<file path="config.mk">
export PLATFORM = sky130hd
export DESIGN_NAME = fft8_twiddle_mult_flat
export DESIGN_NICKNAME = d
export VERILOG_FILES = /design/src/rtl/fft8_pkg.sv /design/src/rtl/fft8_twiddle_mult_if.sv /design/src/rtl/fft8_twiddle_rom.sv /design/src/rtl/fft8_twiddle_mult.sv /design/src/flat_wrapper.sv
export SDC_FILE = /design/constraint.sdc
export NUM_CORES = 2
export LEC_CHECK = 0
export BUFFER_PORTS_ARGS = -buffer_cell sky130_fd_sc_hd__buf_2
export CAP_MARGIN = 20
export CORE_ASPECT_RATIO = 1.25
export CORE_MARGIN = 2
export CORE_UTILIZATION = 36
export DETAILED_ROUTE_END_ITERATION = 6
export PLACE_DENSITY_LB_ADDON = 0.2
export SLEW_MARGIN = 20
export SYNTH_ARGS = -nofsm -noshare
export SYNTH_HDL_FRONTEND = slang
export SYNTH_HIERARCHICAL = 1
export SYNTH_SLANG_ARGS = --single-unit
</file>
<file path="constraint.sdc">
create_clock -name clk -period 6.7 [get_ports clk]
set_input_delay 0.335 -clock clk [delete_from_list [all_inputs] [get_ports clk]]
set_output_delay 0.335 -clock clk [all_outputs]
set_load 0.02 [all_outputs]
</file>
<file path="src/rtl/fft8_pkg.sv">
// Shared constants for the 8-point FFT datapath: Q-formats, W8 twiddles, rounding and clamping.
package fft8_pkg;

    // Data is Q2.13, coefficients Q1.14; products are shifted back by CFRAC.
    localparam int DW    = 16;
    localparam int CW    = 16;
    localparam int CFRAC = 14;
    localparam int PW    = DW + CW;
    localparam int SW    = PW + 1;

    localparam logic signed [CW-1:0] W8_ONE  = CW'(16384);
    localparam logic signed [CW-1:0] W8_R2   = CW'(11585);
    localparam logic signed [CW-1:0] W8_ZERO = '0;

    localparam logic signed [SW-1:0] ROUND   = SW'(2 ** (CFRAC - 1));
    localparam logic signed [SW-1:0] SAT_MAX = SW'(2 ** (DW - 1) - 1);
    localparam logic signed [SW-1:0] SAT_MIN = SW'(-(2 ** (DW - 1)));

    localparam logic signed [DW-1:0] DW_MAX = {1'b0, {(DW-1){1'b1}}};
    localparam logic signed [DW-1:0] DW_MIN = {1'b1, {(DW-1){1'b0}}};

    function automatic logic signed [DW-1:0] sat_dw(input logic signed [SW-1:0] x);
        if (x > SAT_MAX) begin
            return DW_MAX;
        end else if (x < SAT_MIN) begin
            return DW_MIN;
        end
        return x[DW-1:0];
    endfunction

    function automatic logic is_clamped(input logic signed [SW-1:0] x);
        return (x > SAT_MAX) || (x < SAT_MIN);
    endfunction

endpackage

</file>
<file path="src/rtl/fft8_twiddle_mult_if.sv">
// Streaming port bundle of the twiddle multiplier: sample in, product out, overflow status.
interface fft8_twiddle_mult_if import fft8_pkg::*; ();

    // A beat moves on a side when valid && ready at the rising edge; while valid is
    // high and ready is low the sender holds data, k and last stable.
    logic                 in_valid;
    logic                 in_ready;
    logic signed [DW-1:0] in_re;
    logic signed [DW-1:0] in_im;
    logic [1:0]           tw_idx;
    logic                 in_last;
    logic                 out_valid;
    logic                 out_ready;
    logic signed [DW-1:0] out_re;
    logic signed [DW-1:0] out_im;
    logic                 out_last;
    logic                 ovf;
    logic                 ovf_clr;

    modport master (
        output in_valid, in_re, in_im, tw_idx, in_last, out_ready, ovf_clr,
        input  in_ready, out_valid, out_re, out_im, out_last, ovf
    );

    modport slave (
        input  in_valid, in_re, in_im, tw_idx, in_last, out_ready, ovf_clr,
        output in_ready, out_valid, out_re, out_im, out_last, ovf
    );

endinterface

</file>
<file path="src/rtl/fft8_twiddle_rom.sv">
// Combinational W8^k lookup, k = 0..3, coefficients in Q1.14.
module fft8_twiddle_rom import fft8_pkg::*; (
    input  logic [1:0]           k,
    output logic signed [CW-1:0] wr,
    output logic signed [CW-1:0] wi
);

    always_comb begin
        wr = W8_ZERO;
        wi = W8_ZERO;
        unique case (k)
            2'd0: begin wr = W8_ONE;  wi = W8_ZERO; end
            2'd1: begin wr = W8_R2;   wi = -W8_R2;  end
            2'd2: begin wr = W8_ZERO; wi = -W8_ONE; end
            2'd3: begin wr = -W8_R2;  wi = -W8_R2;  end
            default: begin wr = W8_ZERO; wi = W8_ZERO; end
        endcase
    end

endmodule

</file>
<file path="src/rtl/fft8_twiddle_mult.sv">
// Three-stage complex twiddle multiplier: register+lookup, four products, combine/round/saturate.
module fft8_twiddle_mult import fft8_pkg::*; (
    input  logic                clk,
    input  logic                rst,
    fft8_twiddle_mult_if.slave  bus
);

    logic en1, en2, en3;
    logic v1, v2, v3;

    logic signed [CW-1:0] rom_wr, rom_wi;

    logic signed [DW-1:0] s1_re, s1_im;
    logic signed [CW-1:0] s1_wr, s1_wi;
    logic                 s1_last;

    logic signed [PW-1:0] s2_rr, s2_ii, s2_ri, s2_ir;
    logic                 s2_last;

    logic signed [SW-1:0] acc_re, acc_im, sh_re, sh_im;
    logic signed [DW-1:0] res_re, res_im;
    logic                 clamp_hit;

    logic signed [DW-1:0] o_re, o_im;
    logic                 o_last, ovf_q;

    fft8_twiddle_rom u_rom (
        .k  (bus.tw_idx),
        .wr (rom_wr),
        .wi (rom_wi)
    );

    // Each stage advances when it is empty or its successor advances, so bubbles collapse.
    assign en3 = !v3 || bus.out_ready;
    assign en2 = !v2 || en3;
    assign en1 = !v1 || en2;

    always_comb begin
        acc_re    = SW'(s2_rr) - SW'(s2_ii) + ROUND;
        acc_im    = SW'(s2_ri) + SW'(s2_ir) + ROUND;
        sh_re     = acc_re >>> CFRAC;
        sh_im     = acc_im >>> CFRAC;
        res_re    = sat_dw(sh_re);
        res_im    = sat_dw(sh_im);
        clamp_hit = is_clamped(sh_re) || is_clamped(sh_im);
    end

    always_ff @(posedge clk or posedge rst) begin
        if (rst) begin
            v1      <= 1'b0;
            v2      <= 1'b0;
            v3      <= 1'b0;
            s1_re   <= '0;
            s1_im   <= '0;
            s1_wr   <= '0;
            s1_wi   <= '0;
            s1_last <= 1'b0;
            s2_rr   <= '0;
            s2_ii   <= '0;
            s2_ri   <= '0;
            s2_ir   <= '0;
            s2_last <= 1'b0;
            o_re    <= '0;
            o_im    <= '0;
            o_last  <= 1'b0;
            ovf_q   <= 1'b0;
        end else begin
            if (en1) begin
                v1 <= bus.in_valid;
                if (bus.in_valid) begin
                    s1_re   <= bus.in_re;
                    s1_im   <= bus.in_im;
                    s1_wr   <= rom_wr;
                    s1_wi   <= rom_wi;
                    s1_last <= bus.in_last;
                end
            end
            if (en2) begin
                v2 <= v1;
                if (v1) begin
                    s2_rr   <= s1_re * s1_wr;
                    s2_ii   <= s1_im * s1_wi;
                    s2_ri   <= s1_re * s1_wi;
                    s2_ir   <= s1_im * s1_wr;
                    s2_last <= s1_last;
                end
            end
            if (en3) begin
                v3 <= v2;
                if (v2) begin
                    o_re   <= res_re;
                    o_im   <= res_im;
                    o_last <= s2_last;
                end
            end
            // A clamp landing in the output register outranks a same-cycle clear.
            ovf_q <= (ovf_q && !bus.ovf_clr) || (en3 && v2 && clamp_hit);
        end
    end

    assign bus.in_ready  = en1;
    assign bus.out_valid = v3;
    assign bus.out_re    = o_re;
    assign bus.out_im    = o_im;
    assign bus.out_last  = o_last;
    assign bus.ovf       = ovf_q;

endmodule

</file>
<file path="src/flat_wrapper.sv">
// flat-port wrapper written by rule: the top's interface ports become plain ports
module fft8_twiddle_mult_flat import fft8_pkg::*;
  (clk, rst, bus_in_valid, bus_in_re, bus_in_im, bus_tw_idx, bus_in_last, bus_out_ready, bus_ovf_clr, bus_in_ready, bus_out_valid, bus_out_re, bus_out_im, bus_out_last, bus_ovf);
  fft8_twiddle_mult_if bus_i ();
  input  logic clk;
  input  logic rst;
  input wire logic [$bits(bus_i.in_valid)-1:0] bus_in_valid;
  input wire logic [$bits(bus_i.in_re)-1:0] bus_in_re;
  input wire logic [$bits(bus_i.in_im)-1:0] bus_in_im;
  input wire logic [$bits(bus_i.tw_idx)-1:0] bus_tw_idx;
  input wire logic [$bits(bus_i.in_last)-1:0] bus_in_last;
  input wire logic [$bits(bus_i.out_ready)-1:0] bus_out_ready;
  input wire logic [$bits(bus_i.ovf_clr)-1:0] bus_ovf_clr;
  output wire logic [$bits(bus_i.in_ready)-1:0] bus_in_ready;
  output wire logic [$bits(bus_i.out_valid)-1:0] bus_out_valid;
  output wire logic [$bits(bus_i.out_re)-1:0] bus_out_re;
  output wire logic [$bits(bus_i.out_im)-1:0] bus_out_im;
  output wire logic [$bits(bus_i.out_last)-1:0] bus_out_last;
  output wire logic [$bits(bus_i.ovf)-1:0] bus_ovf;
  assign bus_i.in_valid = bus_in_valid;
  assign bus_i.in_re = bus_in_re;
  assign bus_i.in_im = bus_in_im;
  assign bus_i.tw_idx = bus_tw_idx;
  assign bus_i.in_last = bus_in_last;
  assign bus_i.out_ready = bus_out_ready;
  assign bus_i.ovf_clr = bus_ovf_clr;
  assign bus_in_ready = bus_i.in_ready;
  assign bus_out_valid = bus_i.out_valid;
  assign bus_out_re = bus_i.out_re;
  assign bus_out_im = bus_i.out_im;
  assign bus_out_last = bus_i.out_last;
  assign bus_ovf = bus_i.ovf;
  fft8_twiddle_mult u_core (.clk(clk), .rst(rst), .bus(bus_i));
endmodule
</file>
== Word-level counts from Yosys, hierarchy flattened ==
Cells that the tools add are included.
Word-level totals
  output and inout bits: 36
  flip-flop bits (word level): 231
  input bits: 40
  logic and storage cells: 63
Operators by class
  reduce and logical (&&, ||, !) cells: 19
  multipliers: 4
  equality and inequality tests: 3
  $add $sub $neg: 4
  mux-type cells: 12
  magnitude comparators: 4
Operators with widths (count)
  multiplier 16 x 16 -> 32 bit: 4
  two-way mux 16 bit: 6
  adder 33 x 15 -> 33 bit (second input constant): 2
  case mux 16 bit (4 select lines): 1
  case mux 16 bit (3 select lines): 1
  > comparator 19 x 16 -> 1 bit (second input constant): 2
  less-than comparator 19 x 16 -> 1 bit (second input constant): 2
  adder 32 x 32 -> 33 bit: 1
  subtractor 32 x 32 -> 33 bit: 1
  logical OR 1 bit: 7
  AND reduction 2 bit: 3
  == test 2 bit (second input constant): 2
  zero test 1 bit: 4
  two-way mux 1 bit: 4
  logical AND 1 bit: 3
  == test 2 x 1 -> 1 bit (second input constant): 1
  zero test 2 bit: 1
  OR reduction 2 bit: 1

== Logic depth before layout (Yosys ltp) ==
  word-level depth: 7
  gate-level depth with buffers: 25
  gate-level depth less buffers: 24

== Modules after synthesis ==
The synthesis kept the hierarchy.
By module, submodules not included
  fft8_twiddle_mult: cells each 5426, instances 1, area an instance 50828.7 µm², seq. area each 5780.5 µm²
  fft8_twiddle_rom: cells each 36, instances 1, area an instance 265.3 µm², seq. area each 0.0 µm²

== Worst setup path before layout ==
OpenSTA, ideal clock, no wires.
  path kind: register to register
  start point: register u_core.s1_im[7]
  end point: register u_core.s2_ir[30]
  path buffers: 1
  data required time: 6.571 ns
  stages on the path, launching flop included: 25
  period minus slack after synthesis: 6.310 ns
  setup time: 0.129 ns
  arrival: 6.181 ns
  slack: 0.390 ns
  path through: dfrtp_1 -> clkbuf_1 -> nand2_1 -> fa_1 -> inv_1 -> fa_1 -> inv_1 -> fa_1 -> inv_1 -> fa_1 -> fa_1 -> inv_1 -> fa_1 -> inv_1 -> ha_1 -> and4_1 -> and2_1 -> a221oi_1 -> a31oi_1 -> nor4_2 -> o41ai_2 -> a2111o_1 -> a31oi_1 -> xor2_1 -> o21ai_1
Between the ends
  cells in the longest elaborated chain, start to end: 1
Ends and longest elaborated chain
  start, declared: RTL line fft8_twiddle_mult.sv:13  | logic signed [DW-1:0] s1_re, s1_im;
  start signal, assigned: RTL line fft8_twiddle_mult.sv:72  | s1_im <= bus.in_im;
  multiplier 16 x 16 -> 32 bit: RTL line fft8_twiddle_mult.sv:84  | s2_ir <= s1_im * s1_wr;
  end signal, assigned: RTL line fft8_twiddle_mult.sv:84
  end, declared: RTL line fft8_twiddle_mult.sv:17  | logic signed [PW-1:0] s2_rr, s2_ii, s2_ri, s2_ir;
No other way between the ends.
A chain may end at the register's enable or synchronous reset.

== Worst setup path in the final report ==
  start point: register u_core.s1_wr[4]
  end point: register u_core.s2_rr[31]
Between the ends
  cells in the longest elaborated chain, start to end: 1
Ends and longest elaborated chain
  start, declared: RTL line fft8_twiddle_mult.sv:14  | logic signed [CW-1:0] s1_wr, s1_wi;
  start signal, assigned: RTL line fft8_twiddle_mult.sv:73  | s1_wr <= rom_wr;
  multiplier 16 x 16 -> 32 bit: RTL line fft8_twiddle_mult.sv:81  | s2_rr <= s1_re * s1_wr;
  end signal, assigned: RTL line fft8_twiddle_mult.sv:81
  end, declared: RTL line fft8_twiddle_mult.sv:17
No other way between the ends.

==> results.md <==
- Status: finished, final reports clean
- Final setup violation count: 0
- Global placement routability congestion: 0.860
- First-pass GRT wire length: 236000 um
- Worst setup EP type: flip-flop
- Root Buffer: clkbuf_16
- # clock sinks: 231
- Post-route clock period utilization: 98.3%
- Initial antenna violation count: 7
- RSZ-0062 raised after global routing: true
- Critical path class: flip-flop to flip-flop
- Mean routed wirelength per cell: 19.8 um
- Synth Instances: 5462
- Worst-skew pair later-pin latency: 600 ps
- Sequential cell area fraction in the yosys report: 11.3%
- Worst-path clk slew: 70 ps
- Total track usage: 21.4%
- Worst Skew: 33.0 ps
- Hold Path Class: input pin to flip-flop
- Detailed Place HPWL: 125000 um
- Syn Area/Cell: 9.35 sq um
- I/O pins: 76
- Synth Area in Adders: 52.2%
- Final min period: 6590 ps
- Synth warnings: 6
- Slew @ Worst Pin: 1000 ps
- CP Launch Type: flip-flop
- Largest fanout on the critical path: 8
- Hold WS: 29.0 ps
- Top-area cell type share of the netlist area: 41.1%
- Compound-Gate Fraction of Synth Area: 6.81%
- CTS buffer count: 35
- Data required, critical path: 7160 ps
- Worst rel slew slack: 33.2%
- Largest net degree at the start of global routing: 135
- Die area: 145000 sq um
- Async S/R FF share, synth: 100%
- Main combinational cell family by area after synthesis: adder cells
- Netlist cell types: 88
- Congestion Overflow GR: 0
- EDFF count, synth: 0
- Rows: 154
- Area growth syn-to-layout: 13.9%
- Initial Util: 36.3%
- Max Fclk: 152 MHz
- Number of fill cells: 14107
- CTS tree: yes
- Post-route antenna net violation count: 0
- Layout cells sized above 1: 12.8%
- Post-synth top cells: inv_1, fa_1, nand2_1, and2_1, ha_1
- WP data arrival: 7050 ps
- Flops & latches, synth: 231
- Mux contribution to synthesized area: 1.45%
- First-pass DRT Iterations: 5
- Nets: 7261
- Hold Fails Final Rpt: 0
- Die Height: 425 um
- Mapped cell area: 51100 sq um
- DRC Markers: 0
- Clock buffer depth: 3
- Vias in the first global route: 39771
- Biggest area consumer among synthesized cells: fa_1
- Max Cap Viol: 0
- Synth area leaders: fa_1, dfrtp_1, ha_1
- Initial DRC Count: 1795
- Vias: 36726
- H-tree levels: 2
- Core area: 141000 sq um
- Total Wirelength: 150000 um
- Via density: 4.82
- Most used flip-flop cell after synthesis: dfrtp_1
- Max-slew violations: 0
- Width of the die: 341 um
- XOR/XNOR share of the synthesized area: 3.01%
- Most frequent cell after synthesis: inv_1
- Simple-Gate Fraction of Synth Area: 14.1%
- # port buffers: 75
[area by class of cell]
cell class | count | area, sq um | area share, %
Multi-Input combinational cell | 3747 | 40100 | 68.9
Antenna cell | 3 | 7.51 | 0.0129
Clock buffer | 46 | 977 | 1.68
Tap cell | 1872 | 2340 | 4.02
Clock inverter | 15 | 204 | 0.350
Inverter | 1221 | 4590 | 7.89
Sequential cell | 231 | 5810 | 9.98
Timing Repair Buffer | 484 | 4180 | 7.19
[worst paths after layout]
path	end	cells past startpoint	slack [ps]	from
worst min-delay path	u_core/s1_im[6]	2	30	bus_in_im[6]
worst max register to register	u_core/s2_rr[31]	23	110	u_core/s1_wr[4]
min in group asynchronous	u_core/s1_im[2]	3	300	rst
max in group asynchronous	u_core/s1_wi[6]	4	4980	rst
worst min register to register	u_core/s2_last	2	460	u_core/s1_last
worst max-delay path	u_core/s2_rr[31]	23	110	u_core/s1_wr[4]
[worst max-delay path, cell delays in order, from the launching register on]
cell and delay, ps:
dfrtp_2 440, buf_12 160, buf_4 160, and2_1 150, fa_1 530, inv_1 50, fa_1 490, fa_1 530
inv_1 60, fa_1 440, fa_1 510, inv_1 50, fa_1 480, inv_1 70, ha_4 210, a2111o_1 420
buf_4 150, o2111ai_4 260, a31o_4 200, o211ai_1 130, or4_1 540, a31oi_2 220, xnor2_1 140, o21ai_1 70
[per-layer routing]
metal / GRT usage (%) / wire length [um] / vias to the layer above
li1: - / - / 16897
met1: 27.8 / 64200 / 18940
met2: 37.1 / 74300 / 685
met3: 1.90 / 5190 / 194
met4: 7.87 / 6760 / 10
met5: 0 / 69 / -
[logic make-up after synthesis]
| logic type | count (synthesis) |
|---|---|
| AND/OR/NAND/NOR | 1465 |
| other | 1 |
| buffers and inverters | 1488 |
| XOR/XNOR | 175 |
| flip-flops | 231 |
| AO/OA/AOI/OAI | 535 |
| multiplexers | 66 |
| adder cells (fa/ha/maj) | 1501 |
[flip-flops by register name, summed over array words and instances, names as in the netlist, 16 cells and up]
register and cells:
u_core/s2_ii 32, u_core/s1_re 16, u_core/bus.out_re 16, u_core/s2_ir 32
u_core/s2_ri 32, u_core/s2_rr 32, u_core/s1_wi 16, u_core/s1_im 16
u_core/s1_wr 16, u_core/bus.out_im 16
[per-stage QoR]
stage          cell area [sq um]  util (%)  setup TNS, ps  setup WS [ps]  instances
3_5_place_dp               56000      39.7           -383           -180       7507
6_report                   58200      41.3              0            112       7619
2_1_floorplan              51100         -              0           32.1       5466
5_1_grt                    58200      41.3           -340          -70.5       7616
4_1_cts                    57400      40.7              0          0.534       7590
3_3_place_gp               56000      39.7           -204           -119       7507
[repair_timing]
item / in CTS / in global routing
endpoints found under the hold margin: 59 / 0
buffers inserted: 3 / 27
hold buffers: 19 / 0
endpoints found under the setup margin: 9 / 33
gates resized for setup: 13 / 147
pin swaps: 2 / 67
cloned: 0 / 3
[cell usage in the layout, fill, tap and decap left out, types with 38 or more instances in the layout]
cell type     n
nor2_1       99
a21o_1       72
buf_2        75
xnor2_1     114
buf_12       44
dfrtp_1     207
clkbuf_16    38
xor2_1       57
mux2_2       65
a21oi_1     117
ha_1        442
inv_1      1213
buf_4       323
and2_1      489
nand2b_1     51
o21ai_0     153
nand2_1     679
fa_1       1036
Power is left out: the tool's default activity adds up to more than one toggle a clock period on the data nets, which glitch-free logic cannot reach.
